File: src/rtl/atm_session_ctrl.sv
// Purpose: ATM keypad session sequencer (input mode select, DB req/ack exchange, PIN lockout, idle timeout).
// Latency: state and all registered outputs update one core edge after the triggering input (done/ack/EXIT).
// Backpressure: db_req is held as a level until db_ack; keypad side has no stall, only edge-detected completion.
module atm_session_ctrl #(
    parameter int TIMEOUT_CYCLES = 300000000,
    parameter int MAX_PIN_TRIES  = 3
) (
    input  logic        clk,
    input  logic        rst,
    input  logic        start,
    input  logic [3:0]  input_status,
    input  logic [15:0] acct_in,
    input  logic [15:0] pswd_in,
    input  logic [1:0]  usr_sel,
    input  logic [2:0]  currency_in,
    input  logic        db_ack,
    input  logic [3:0]  db_result,
    output logic [3:0]  input_style,
    output logic        input_clr,
    output logic        db_req,
    output logic [1:0]  db_op,
    output logic [15:0] db_acct,
    output logic [15:0] db_pin,
    output logic [1:0]  txn_op,
    output logic [2:0]  txn_cur,
    output logic [15:0] cstate,
    output logic [3:0]  status_code,
    output logic        card_lock
);

    // Decoder status codes and database result codes
    localparam logic [3:0] STAT_COMPLETE   = 4'b1000;
    localparam logic [3:0] STAT_EXIT       = 4'b0111;
    localparam logic [3:0] RES_ACC_FOUND   = 4'd1;
    localparam logic [3:0] RES_PIN_CORRECT = 4'd3;

    // Keypad modes
    localparam logic [3:0] STY_NONE   = 4'd0;
    localparam logic [3:0] STY_SINGLE = 4'd1;
    localparam logic [3:0] STY_ACCT   = 4'd2;
    localparam logic [3:0] STY_PIN    = 4'd3;
    localparam logic [3:0] STY_MENU   = 4'd4;
    localparam logic [3:0] STY_CUR    = 4'd5;
    localparam logic [3:0] STY_AMT    = 4'd6;

    // Database operations
    localparam logic [1:0] OP_LOOKUP = 2'd0;
    localparam logic [1:0] OP_PINCHK = 2'd1;
    localparam logic [1:0] OP_EXEC   = 2'd2;

    localparam logic [1:0] USR_BALANCE = 2'd0;

    // Timer only has to reach TIMEOUT_CYCLES-1
    localparam int TMR_W = (TIMEOUT_CYCLES > 2) ? $clog2(TIMEOUT_CYCLES) : 1;
    localparam int TRY_W = $clog2(MAX_PIN_TRIES + 1);

    typedef enum logic [3:0] {
        S_IDLE   = 4'd0,
        S_ACCT   = 4'd1,
        S_LOOKUP = 4'd2,
        S_PIN    = 4'd3,
        S_PINCHK = 4'd4,
        S_MENU   = 4'd5,
        S_CUR    = 4'd6,
        S_AMT    = 4'd7,
        S_LOCKED = 4'd8,
        S_EXEC   = 4'd9,
        S_RESULT = 4'd10
    } state_t;

    // States where the keypad is being read (timeout applies, input_clr fires on entry)
    function automatic logic f_is_wait(input state_t s);
        logic v;
        case (s)
            S_ACCT, S_PIN, S_MENU, S_CUR, S_AMT, S_RESULT: v = 1'b1;
            default:                                       v = 1'b0;
        endcase
        return v;
    endfunction

    // States that hold a database request open
    function automatic logic f_is_db(input state_t s);
        logic v;
        case (s)
            S_LOOKUP, S_PINCHK, S_EXEC: v = 1'b1;
            default:                    v = 1'b0;
        endcase
        return v;
    endfunction

    function automatic logic [3:0] f_style(input state_t s);
        logic [3:0] v;
        case (s)
            S_ACCT:   v = STY_ACCT;
            S_PIN:    v = STY_PIN;
            S_MENU:   v = STY_MENU;
            S_CUR:    v = STY_CUR;
            S_AMT:    v = STY_AMT;
            S_RESULT: v = STY_SINGLE;
            default:  v = STY_NONE;
        endcase
        return v;
    endfunction

    function automatic logic [1:0] f_op(input state_t s);
        logic [1:0] v;
        case (s)
            S_PINCHK: v = OP_PINCHK;
            S_EXEC:   v = OP_EXEC;
            default:  v = OP_LOOKUP;
        endcase
        return v;
    endfunction

    state_t             r_state;
    state_t             w_next;
    logic [3:0]         r_prev_status;
    logic [TMR_W-1:0]   r_timer;
    logic [TRY_W-1:0]   r_tries;
    logic [TRY_W-1:0]   w_tries_inc;

    logic [3:0]         r_input_style;
    logic               r_input_clr;
    logic               r_db_req;
    logic [1:0]         r_db_op;
    logic [15:0]        r_db_acct;
    logic [15:0]        r_db_pin;
    logic [1:0]         r_txn_op;
    logic [2:0]         r_txn_cur;
    logic [3:0]         r_status_code;

    logic               w_done;
    logic               w_exit;
    logic               w_ack;
    logic               w_timeout;
    logic               w_fire_timeout;
    logic               w_state_chg;

    // Completion is a rising edge into INPUT_COMPLETE, so a held status acts once
    assign w_done         = (input_status == STAT_COMPLETE) && (r_prev_status != STAT_COMPLETE);
    assign w_exit         = (input_status == STAT_EXIT) && (r_state != S_IDLE) && (r_state != S_LOCKED);
    assign w_ack          = db_ack && f_is_db(r_state);
    assign w_timeout      = f_is_wait(r_state) && (r_timer == TMR_W'(TIMEOUT_CYCLES - 1));
    assign w_fire_timeout = w_timeout && !w_done && !w_exit;
    assign w_tries_inc    = r_tries + TRY_W'(1);
    assign w_state_chg    = (w_next != r_state);

    // State register
    always_ff @(posedge clk) begin
        if (rst) begin
            r_state <= S_IDLE;
        end else begin
            r_state <= w_next;
        end
    end

    // Next-state logic: EXIT beats done/ack, which beat the idle timeout
    always_comb begin
        w_next = r_state;
        if (w_exit) begin
            w_next = S_IDLE;
        end else if (w_fire_timeout) begin
            w_next = S_IDLE;
        end else begin
            case (r_state)
                S_IDLE:   if (start) w_next = S_ACCT;
                S_ACCT:   if (w_done) w_next = S_LOOKUP;
                S_LOOKUP: if (w_ack) w_next = (db_result == RES_ACC_FOUND) ? S_PIN : S_ACCT;
                S_PIN:    if (w_done) w_next = S_PINCHK;
                S_PINCHK: begin
                    if (w_ack) begin
                        if (db_result == RES_PIN_CORRECT)
                            w_next = S_MENU;
                        else if (w_tries_inc == TRY_W'(MAX_PIN_TRIES))
                            w_next = S_LOCKED;
                        else
                            w_next = S_PIN;
                    end
                end
                S_MENU:   if (w_done) w_next = (usr_sel == USR_BALANCE) ? S_EXEC : S_CUR;
                S_CUR:    if (w_done) w_next = S_AMT;
                S_AMT:    if (w_done) w_next = S_EXEC;
                S_EXEC:   if (w_ack) w_next = S_RESULT;
                S_RESULT: if (w_done) w_next = S_MENU;
                S_LOCKED: w_next = S_LOCKED;
                default:  w_next = S_IDLE;
            endcase
        end
    end

    // Registered outputs, latches, retry counter and idle timer, all keyed off the next state
    always_ff @(posedge clk) begin
        if (rst) begin
            r_prev_status <= 4'd0;
            r_timer       <= '0;
            r_tries       <= '0;
            r_input_style <= STY_NONE;
            r_input_clr   <= 1'b0;
            r_db_req      <= 1'b0;
            r_db_op       <= 2'd0;
            r_db_acct     <= 16'd0;
            r_db_pin      <= 16'd0;
            r_txn_op      <= 2'd0;
            r_txn_cur     <= 3'd0;
            r_status_code <= 4'd0;
        end else begin
            r_prev_status <= input_status;
            r_input_style <= f_style(w_next);
            r_input_clr   <= w_state_chg && f_is_wait(w_next);
            // Request is high from the first DB-state cycle through the ack cycle
            r_db_req      <= f_is_db(w_next);
            if (f_is_db(w_next))
                r_db_op <= f_op(w_next);

            if (r_state == S_ACCT && w_next == S_LOOKUP)
                r_db_acct <= acct_in;
            if (r_state == S_PIN && w_next == S_PINCHK)
                r_db_pin <= pswd_in;
            if (r_state == S_MENU && (w_next == S_CUR || w_next == S_EXEC))
                r_txn_op <= usr_sel;
            if (r_state == S_CUR && w_next == S_AMT)
                r_txn_cur <= currency_in;

            if (w_exit || w_fire_timeout)
                r_status_code <= STAT_EXIT;
            else if (w_ack)
                r_status_code <= db_result;

            // A new card starts with a clean retry count
            if (w_exit || (r_state == S_IDLE && start))
                r_tries <= '0;
            else if (r_state == S_PINCHK && w_ack)
                r_tries <= (db_result == RES_PIN_CORRECT) ? '0 : w_tries_inc;

            if (w_state_chg || w_done)
                r_timer <= '0;
            else if (f_is_wait(r_state))
                r_timer <= r_timer + TMR_W'(1);
            else
                r_timer <= '0;
        end
    end

    // Output drive: state-derived outputs plus the registered set
    always_comb begin
        cstate      = {12'd0, r_state};
        card_lock   = (r_state == S_LOCKED);
        input_style = r_input_style;
        input_clr   = r_input_clr;
        db_req      = r_db_req;
        db_op       = r_db_op;
        db_acct     = r_db_acct;
        db_pin      = r_db_pin;
        txn_op      = r_txn_op;
        txn_cur     = r_txn_cur;
        status_code = r_status_code;
    end

endmodule

File: config.mk
export PLATFORM = sky130hd
export DESIGN_NAME = atm_session_ctrl
export DESIGN_NICKNAME = d
export VERILOG_FILES = /design/src/rtl/atm_session_ctrl.sv
export SDC_FILE = /design/constraint.sdc
export NUM_CORES = 1
export LEC_CHECK = 0
export ABC_AREA = 1
export CAP_MARGIN = 10
export CORE_MARGIN = 4
export CORE_UTILIZATION = 32
export CTS_CLUSTER_SIZE = 12
export DETAILED_ROUTE_END_ITERATION = 8
export HOLD_SLACK_MARGIN = 0.08
export PLACE_DENSITY_LB_ADDON = 0.15
export REMOVE_ABC_BUFFERS = 1
export SLEW_MARGIN = 10
export SYNTH_ARGS = -nofsm -noshare
export SYNTH_HDL_FRONTEND = slang
export SYNTH_SLANG_ARGS = --single-unit
File: constraint.sdc
create_clock -name clk -period 2.8 [get_ports clk]
set_input_delay 0.84 -clock clk [delete_from_list [all_inputs] [get_ports clk]]
set_output_delay 0.84 -clock clk [all_outputs]
set_load 0.02 [all_outputs]
# Word-level counts from Yosys, hierarchy flattened
# Cells that the tools add are included.
[totals]
register_bits = 88
in_bits = 49
word_cells = 106
[classes]
add_sub_neg = 2
eq_ne = 28
muxes = 30
bitwise = 1
reduce_logical = 31
[op_table]
columns = ["cell", "n"]
rows = [
  ["4-bit two-way mux", 15],
  ["4-bit one-hot mux with 11 select lines", 1],
  ["4-bit by 3-bit == test with 1-bit output, second input constant", 9],
  ["29-bit by 1-bit adder with 29-bit output, second input constant", 1],
  ["29-bit == test, second input constant", 1],
  ["4-bit == test, second input constant", 6],
  ["4-bit by 2-bit == test with 1-bit output, second input constant", 5],
  ["3-bit one-hot mux with 6 select lines", 1],
  ["1-bit logical AND", 14],
  ["4-bit by 1-bit == test with 1-bit output, second input constant", 3],
  ["6-bit OR reduction", 2],
  ["3-bit OR reduction", 3],
  ["1-bit two-way mux", 8],
  ["4-bit inequality test, second input constant", 2],
  ["3-bit two-way mux", 2],
  ["4-bit zero test", 1],
  ["1-bit logical OR", 4],
  ["2-bit two-way mux", 2],
  ["4-bit inequality test", 1],
  ["2-bit one-hot mux with 2 select lines", 1],
  ["4-bit nonzero test", 1],
  ["2-bit OR reduction", 2],
  ["2-bit by 1-bit adder with 2-bit output, second input constant", 1],
  ["2-bit == test, second input constant", 1],
  ["other kinds (4)", 5],
]

# Longest topological paths before layout
# Gate-level depths: netlist of run 1.
[logic_depth]
depth_word = 14
ltp_mapped = 18
ltp_nobuf = 16

# Least setup slack after synthesis of run 1
# No wires, ideal clock.
[synth_timing]
kind = "input-to-reg"
from = "input port input_status[1]"
to = "register r_timer[6]"
setup_ns = 0.121
arrival_time_ns = 2.358
required_ns = 2.679
slack_ns = 0.321
stages = 16
path_buffers = 2
path_cell_list = "inv_1 -> nand2_1 -> nor2_2 -> nand2_2 -> clkinv_1 -> nand3_1 -> nand3_1 -> nor2_2 -> nor2_1 -> nand2_1 -> nand2_1 -> nor2_2 -> nand3b_4 -> buf_6 -> buf_12 -> nor2_4"
[synth_between]
elab_chain_cells = 10
elab_cells_between_ends = 21
[synth_rtl]
columns = ["element", "line_no", "rtl"]
rows = [
  ["start: declaration", "11", "input logic [3:0] input_status,"],
  ["branches (longest 8 deep; another with 4-bit one-hot mux with 11 select lines)", "n/a", ""],
  ["1-bit logical OR *", "235", "if (w_state_chg || w_done)"],
  ["3-bit OR reduction (no source line) *", "n/a", ""],
  ["end signal: assignment", "238", "r_timer <= r_timer + TMR_W'(1);"],
  ["end: declaration", "118", "logic [TMR_W-1:0] r_timer;"],
]
# Mark *: on every way between the ends.
# A chain may end at the register's enable or synchronous reset.

# Final worst setup path of run 1
[layout_timing]
from = "input port input_status[0]"
to = "register r_timer[20]"
# Same word-level chain as after synthesis.

==> results.json, run 1 <==
{
  "io_pins": 115,
  "cp_cell_sequence": "clkdlybuf4s50_1, inv_2, nand2_2, nor2_4, nand2_4, nand2_2, nor2_1, nand3_2, nand3_4, nor2_4, xor2_2, nor2_4, nand3b_4, clkbuf_16, nor2_1",
  "seq_area_frac_synth": 0.4003,
  "cp_slowest_cell": "clkdlybuf4s50_1",
  "ys.flop_type": "dfxtp_1",
  "wl_per_cell_um": 12.76,
  "pwr_density_cell_mw_per_mm2": 438.4,
  "grt_antenna_before_repair": 0,
  "htreeDepth": 3,
  "startpoint_type": "input pin",
  "critPathBufInv": 3,
  "die_h_um": 124.6,
  "grt_first_pass_wirelength_um": 19910,
  "critical_path_required_ps": 3040,
  "drc_errors": 0,
  "root_buffer": "clkbuf_16",
  "grt_max_degree": 24,
  "core_mm2": 0.01330,
  "multiInputGateArea_mm2": 0.002298,
  "fin_crit_sh": 0.9635,
  "final.setup_skew_ps": 6.984,
  "initial_core_util": 0.3272,
  "endpoint_kind": "flip-flop",
  "insertion_delay_ps": 340,
  "cts_hold_buf": 0,
  "syn2layout_area_growth_pct": 44.52,
  "drive_gt1_frac": 0.1732,
  "first_pass_iters": 4,
  "synth.avg_cell_area_um2": 7.167,
  "num_rows": 42,
  "max_freq_mhz": 370.7,
  "grt_pass1_vias": 4274,
  "cts_buffer_depth": 2,
  "setup_viol_count_final": 0,
  "gp_congestion": 0.8846,
  "clk_pin_slew_ps": 60,
  "syn_area_mm2": 0.004350,
  "fin_util": 0.4729,
  "slew_headroom": 0.6415,
  "ir_worst_vdd_uv": 256.4,
  "holdCritPathClass": "flip-flop to flip-flop",
  "final-hold-violation-count": 0,
  "die_x_um": 124.6,
  "cts_sinks": 87,
  "antennaDiodeCount": 0,
  "finalMaxSlewViolations": 0,
  "ant_nets": 0,
  "tightest_slew_ps": 532.8,
  "synth_cell_types": 39,
  "hpwl_um": 9116,
  "cpLargestDelayFamily": "simple AND/OR/NAND/NOR gates",
  "die_area_mm2": 0.01552,
  "ys_ff_latch": 87,
  "status": "complete, no violations",
  "drt-initial-drc-count": 281,
  "cts_tree": "done",
  "p_leak_nw": 2.466,
  "seq_area_mm2": 0.001742,
  "cp_common_cell": "nor2_4",
  "via_count": 4258,
  "fillers": 1344,
  "synth_edf_count": 0,
  "maxCapViolCount": 0,
  "fin_crit_ps": 2698,
  "async_flop_share": 0,
  "numCtsBuffers": 9,
  "port_buffers": 101,
  "gr-total-overflow": 0,
  "routed_via_density": 4.539,
  "fin_nets": 808,
  "arrival_ps": 2940,
  "wl_um": 11970,
  "path_class": "input pin to flip-flop",
  "yosysWarnings": 0,
  "syn_inst": 607,
  "power.total_mw": 2.756,
  "crit_fanout": 7,
  "cp_slowest_stage_delay_ps": 410,
  "track_usage": 0.1556
}
[Yosys cell counts, types with 2 or more instances]
library cell,number,area share
a211oi_1,2,0.0035
nand3_1,46,0.053
nand4_1,8,0.012
nor3_1,15,0.017
nand2_4,2,0.0052
inv_1,58,0.050
ha_1,2,0.0058
nor2_1,118,0.10
xnor2_1,7,0.014
inv_2,9,0.0078
a21oi_1,28,0.032
dfxtp_1,87,0.40
nor2_4,14,0.036
nand2_1,104,0.090
o21ai_0,24,0.028
buf_4,14,0.024
xor2_1,19,0.038
nand3_2,4,0.0092
clkbuf_1,10,0.0086
nand2_2,5,0.0072
nor4_1,5,0.0072
nor2_2,9,0.013
[stage by stage]
step                setup slack [ps]  cell area [µm²]  TNS (ps)  std cells  hold WS, ps
finish                         102.2             6287         0        938        444.8
global route                  -26.38             6287    -254.7        938        482.8
CTS                            5.880             6142         0        931        453.2
detailed placement            -379.7             5834    -12410        915        438.4
global placement              -323.0             5834    -10500        915        428.2
floorplan                      119.2             4213         0        591        417.5
[worst reg2reg max path, stage by stage (launching register included)]
cell and delay (ps):
dfxtp_1 350, ha_1 220, nand3_1 190, nor2_1 250, nand2_2 60, nor2_1 110
nand3_2 170, nand3_4 150, nor2_4 70, xor2_2 200, nor2_4 140, nand3b_4 150
clkbuf_16 220, nor2_1 80
[logic make-up after synthesis]
| logic type | count (synthesis) | synth area share |
|---|---|---|
| other | 1 | 0.0008620 |
| buffers and inverters | 96 | 0.1007 |
| xor gates and xnor gates | 26 | 0.05234 |
| AOI/OAI and AO/OA | 59 | 0.07133 |
| and+or+nand+nor | 335 | 0.3664 |
| adders and majority gates | 2 | 0.005751 |
| DFF | 87 | 0.4003 |
| muxes | 1 | 0.002301 |
[state kept, by name, indices dropped and copies added (netlist names)]
| register | count |
|---|---|
| status_code | 4 |
| input_clr | 1 |
| txn_op | 2 |
| r_tries | 2 |
| input_style | 3 |
| r_prev_status | 4 |
| db_req | 1 |
| r_state | 4 |
| db_op | 2 |
| txn_cur | 3 |
| r_timer | 29 |
| db_pin | 16 |
| db_acct | 16 |
[final cells by class]
cell class	instances	area share
multi-input cells	437	0.3656
flip-flops and latches	87	0.2770
repair buffers	154	0.2340
inverters	68	0.04060
clock buffers	11	0.03861
well taps	176	0.03502
clock inverters	5	0.009154
[where the power goes]
group	total [mW]	switching, mW	leakage, nW	internal (mW)
logic	0.293	0.149	1.63	0.144
registers	1.26	0.00706	0.703	1.25
clock network	1.21	0.493	0.138	0.714
total	2.76	0.649	2.47	2.11
[path summary, 6_finish.rpt]
| check | startpoint | endpoint | slack (ps) | cells past startpoint |
|---|---|---|---|---|
| setup / recovery | input_status[0] | r_timer[20]$_SDFF_PP0_ | 100 | 15 |
| hold / removal | r_timer[0]$_SDFF_PP0_ | r_timer[0]$_SDFF_PP0_ | 440 | 1 |
| setup reg to reg | r_timer[0]$_SDFF_PP0_ | r_timer[20]$_SDFF_PP0_ | 380 | 13 |
| hold reg to reg | r_timer[0]$_SDFF_PP0_ | r_timer[0]$_SDFF_PP0_ | 440 | 1 |
[per-layer routing]
| metal | GRT usage | routed length (µm) |
|---|---|---|
| met5 | 0 | 0 |
| met4 | 0.06834 | 274 |
| met3 | 0.04031 | 623 |
| met2 | 0.2637 | 5877 |
| met1 | 0.1852 | 5192 |
[placed cells by master, fill, tap and decap left out, drive strengths merged]
cell type      instances
bufinv                 1
nand2                112
nor3                  15
dfxtp                 87
xnor2                  7
a31oi                  1
buf                   52
o21a                   1
clkbuf                12
nand3                 50
clkinv                 2
ha                     2
nor2                 142
conb                  13
dlymetal6s2s           3
o21ai                 25
nand4                  9
mux2i                  1
a21oi                 29
clkinvlp               3
nor4                   5
a211oi                 2
nand3b                 2
clkdlybuf4s50         98
a22oi                  1
inv                   67
xor2                  19
or2                    1
[timing repair]
| action | CTS | global route |
|---|---|---|
| endpoints found under the setup margin | 14 | 35 |
| cloned | 0 | 2 |
| resized for setup | 3 | 22 |
| buffers inserted | 0 | 5 |
| pin swaps | 0 | 9 |
Note: power is estimated with default switching activity, not from simulation.
==> run 2: changes to the inputs <==
CORE_MARGIN = 2   (was 4)
REMOVE_ABC_BUFFERS = not set   (was 1)
SLEW_MARGIN = not set   (was 10)
==> results.json, run 2 (synthesized netlist as in run 1, its figures left out) <==
{
  "track_usage": 0.1634,
  "grt_pass1_vias": 4176,
  "post-place-ws_ps": -487.9,
  "die_x_um": 120.6,
  "root_buffer": "clkbuf_16",
  "startpoint_type": "input pin",
  "num_rows": 42,
  "critical_path_required_ps": 3040,
  "ant_nets": 0,
  "hpwl_um": 8735,
  "die_h_um": 120.6,
  "path_class": "input pin to flip-flop",
  "instances_no_fill": 926,
  "final-hold-violation-count": 0,
  "cts_buffer_depth": 2,
  "p_leak_nw": 2.370,
  "crit_fanout": 9,
  "largest_register_ffs": 29,
  "insertion_delay_ps": 340,
  "finalMaxSlewViolations": 0,
  "swShare": 0.2381,
  "drive_gt1_frac": 0.1480,
  "max_freq_mhz": 373.2,
  "wl_um": 11390,
  "pwr-share-comb": 0.102,
  "via_count": 4135,
  "numCtsBuffers": 9,
  "top_register": "r_timer",
  "syn2layout_area_growth_pct": 40.81,
  "initial_core_util": 0.3285,
  "fin_crit_ps": 2680,
  "gp_congestion": 0.8888,
  "port_buffers": 101,
  "core_mm2": 0.01324,
  "gr-total-overflow": 0,
  "hold_ws_ps": 450.9,
  "cts_tree": "done",
  "ir_worst_vdd_uv": 327.4,
  "first_pass_iters": 4,
  "routed_via_density": 4.465,
  "antennaDiodeCount": 0,
  "drc_errors": 0,
  "p_sw_mw": 0.6507,
  "layout_commonest_cell": "nor2_1",
  "fin_nets": 796,
  "worst_slack_ps": 120.4,
  "grt_antenna_before_repair": 0,
  "pwr_density_cell_mw_per_mm2": 446.1,
  "grt_first_pass_wirelength_um": 18820,
  "maxCapViolCount": 0,
  "die_area_mm2": 0.01454,
  "io_pins": 115,
  "status": "complete, no violations",
  "endpoint_kind": "flip-flop",
  "cts_sinks": 87,
  "clk_pin_slew_ps": 60,
  "cts_post_setup_buffers_inserted": 0,
  "power.total_mw": 2.733,
  "cts_hold_buf": 0,
  "arrival_ps": 2920,
  "intPower_mw": 2.082,
  "grt_max_degree": 25,
  "htreeDepth": 3,
  "slew_headroom": 0.6194,
  "wl_per_cell_um": 12.30,
  "setup_viol_count_final": 0,
  "rsz0062_at_grt": "no",
  "tightest_slew_ps": 565.7,
  "p_clk_frac": 0.438,
  "p_seq_frac": 0.460,
  "drt-initial-drc-count": 194,
  "holdCritPathClass": "flip-flop to flip-flop",
  "fin_crit_sh": 0.9570,
  "placed_cells": 910,
  "final.setup_skew_ps": 5.688,
  "layout.cells.most_common_list": "nor2_1, nand2_1, clkdlybuf4s50_1"
}
run 2: per-layer routing:
layer	vias to the layer above	track usage	routed length [µm]
met3	21	0.05047	579
met1	1843	0.1855	5015
met4	0	0.07703	259
li1	2169	-	-
met5	-	0	0
met2	102	0.2790	5538
run 2: cell type report:
cell class,count,area [µm²]
well taps,176,220.2
fillers,1368,7117
flip-flops and latches,87,1742
inverters,68,255.2
clock buffers,10,229.0
clock inverters,6,68.82
repair buffers,143,1351
multi-input cells,436,2260
run 2: final timing paths:
| check | startpoint | endpoint | slack, ps | cells past startpoint |
|---|---|---|---|---|
| worst min-delay path | r_timer[0]$_SDFF_PP0_ | r_timer[0]$_SDFF_PP0_ | 450 | 1 |
| worst min register to register | r_timer[0]$_SDFF_PP0_ | r_timer[0]$_SDFF_PP0_ | 450 | 1 |
| worst max register to register | r_timer[0]$_SDFF_PP0_ | r_timer[26]$_SDFF_PP0_ | 340 | 11 |
| worst max-delay path | input_status[0] | txn_op[0]$_SDFFE_PP0P_ | 120 | 16 |
run 2: power groups by stage:
stage	combinational [mW]	clock, mW	sequential, mW
floorplan	0.138	0	1.29
global placement	0.272	0	1.28
detailed placement	0.274	0	1.28
CTS	0.276	1.24	1.26
global route	0.303	1.30	1.26
finish	0.278	1.20	1.26
run 2: through the flow:
stage	utilization	setup TNS, ps	instance area, µm²
6_report	0.4626	0	6126
5_1_grt	0.4626	0	6126
4_1_cts	0.4598	0	6088
3_5_place_dp	0.4368	-16770	5784
3_3_place_gp	0.4368	-16420	5784
2_1_floorplan	-	0	4395
run 2: worst max-delay path, cell delays in order:
cell and delay [ps]:
clkdlybuf4s50_1 410, inv_2 90, nand2_1 90, nor2_4 180, nand2_4 110, nand2_1 100, nor2_1 40, nor2_1 160
nand4_2 210, inv_1 130, nand3_1 110, o21ai_1 120, buf_4 150, nand3_1 60, nand2_1 60, nor2_1 40
run 2: timing repair:
action,4_1_cts,5_1_grt
resized for setup,1,10
pin swaps,0,2
setup endpoints to repair,35,32
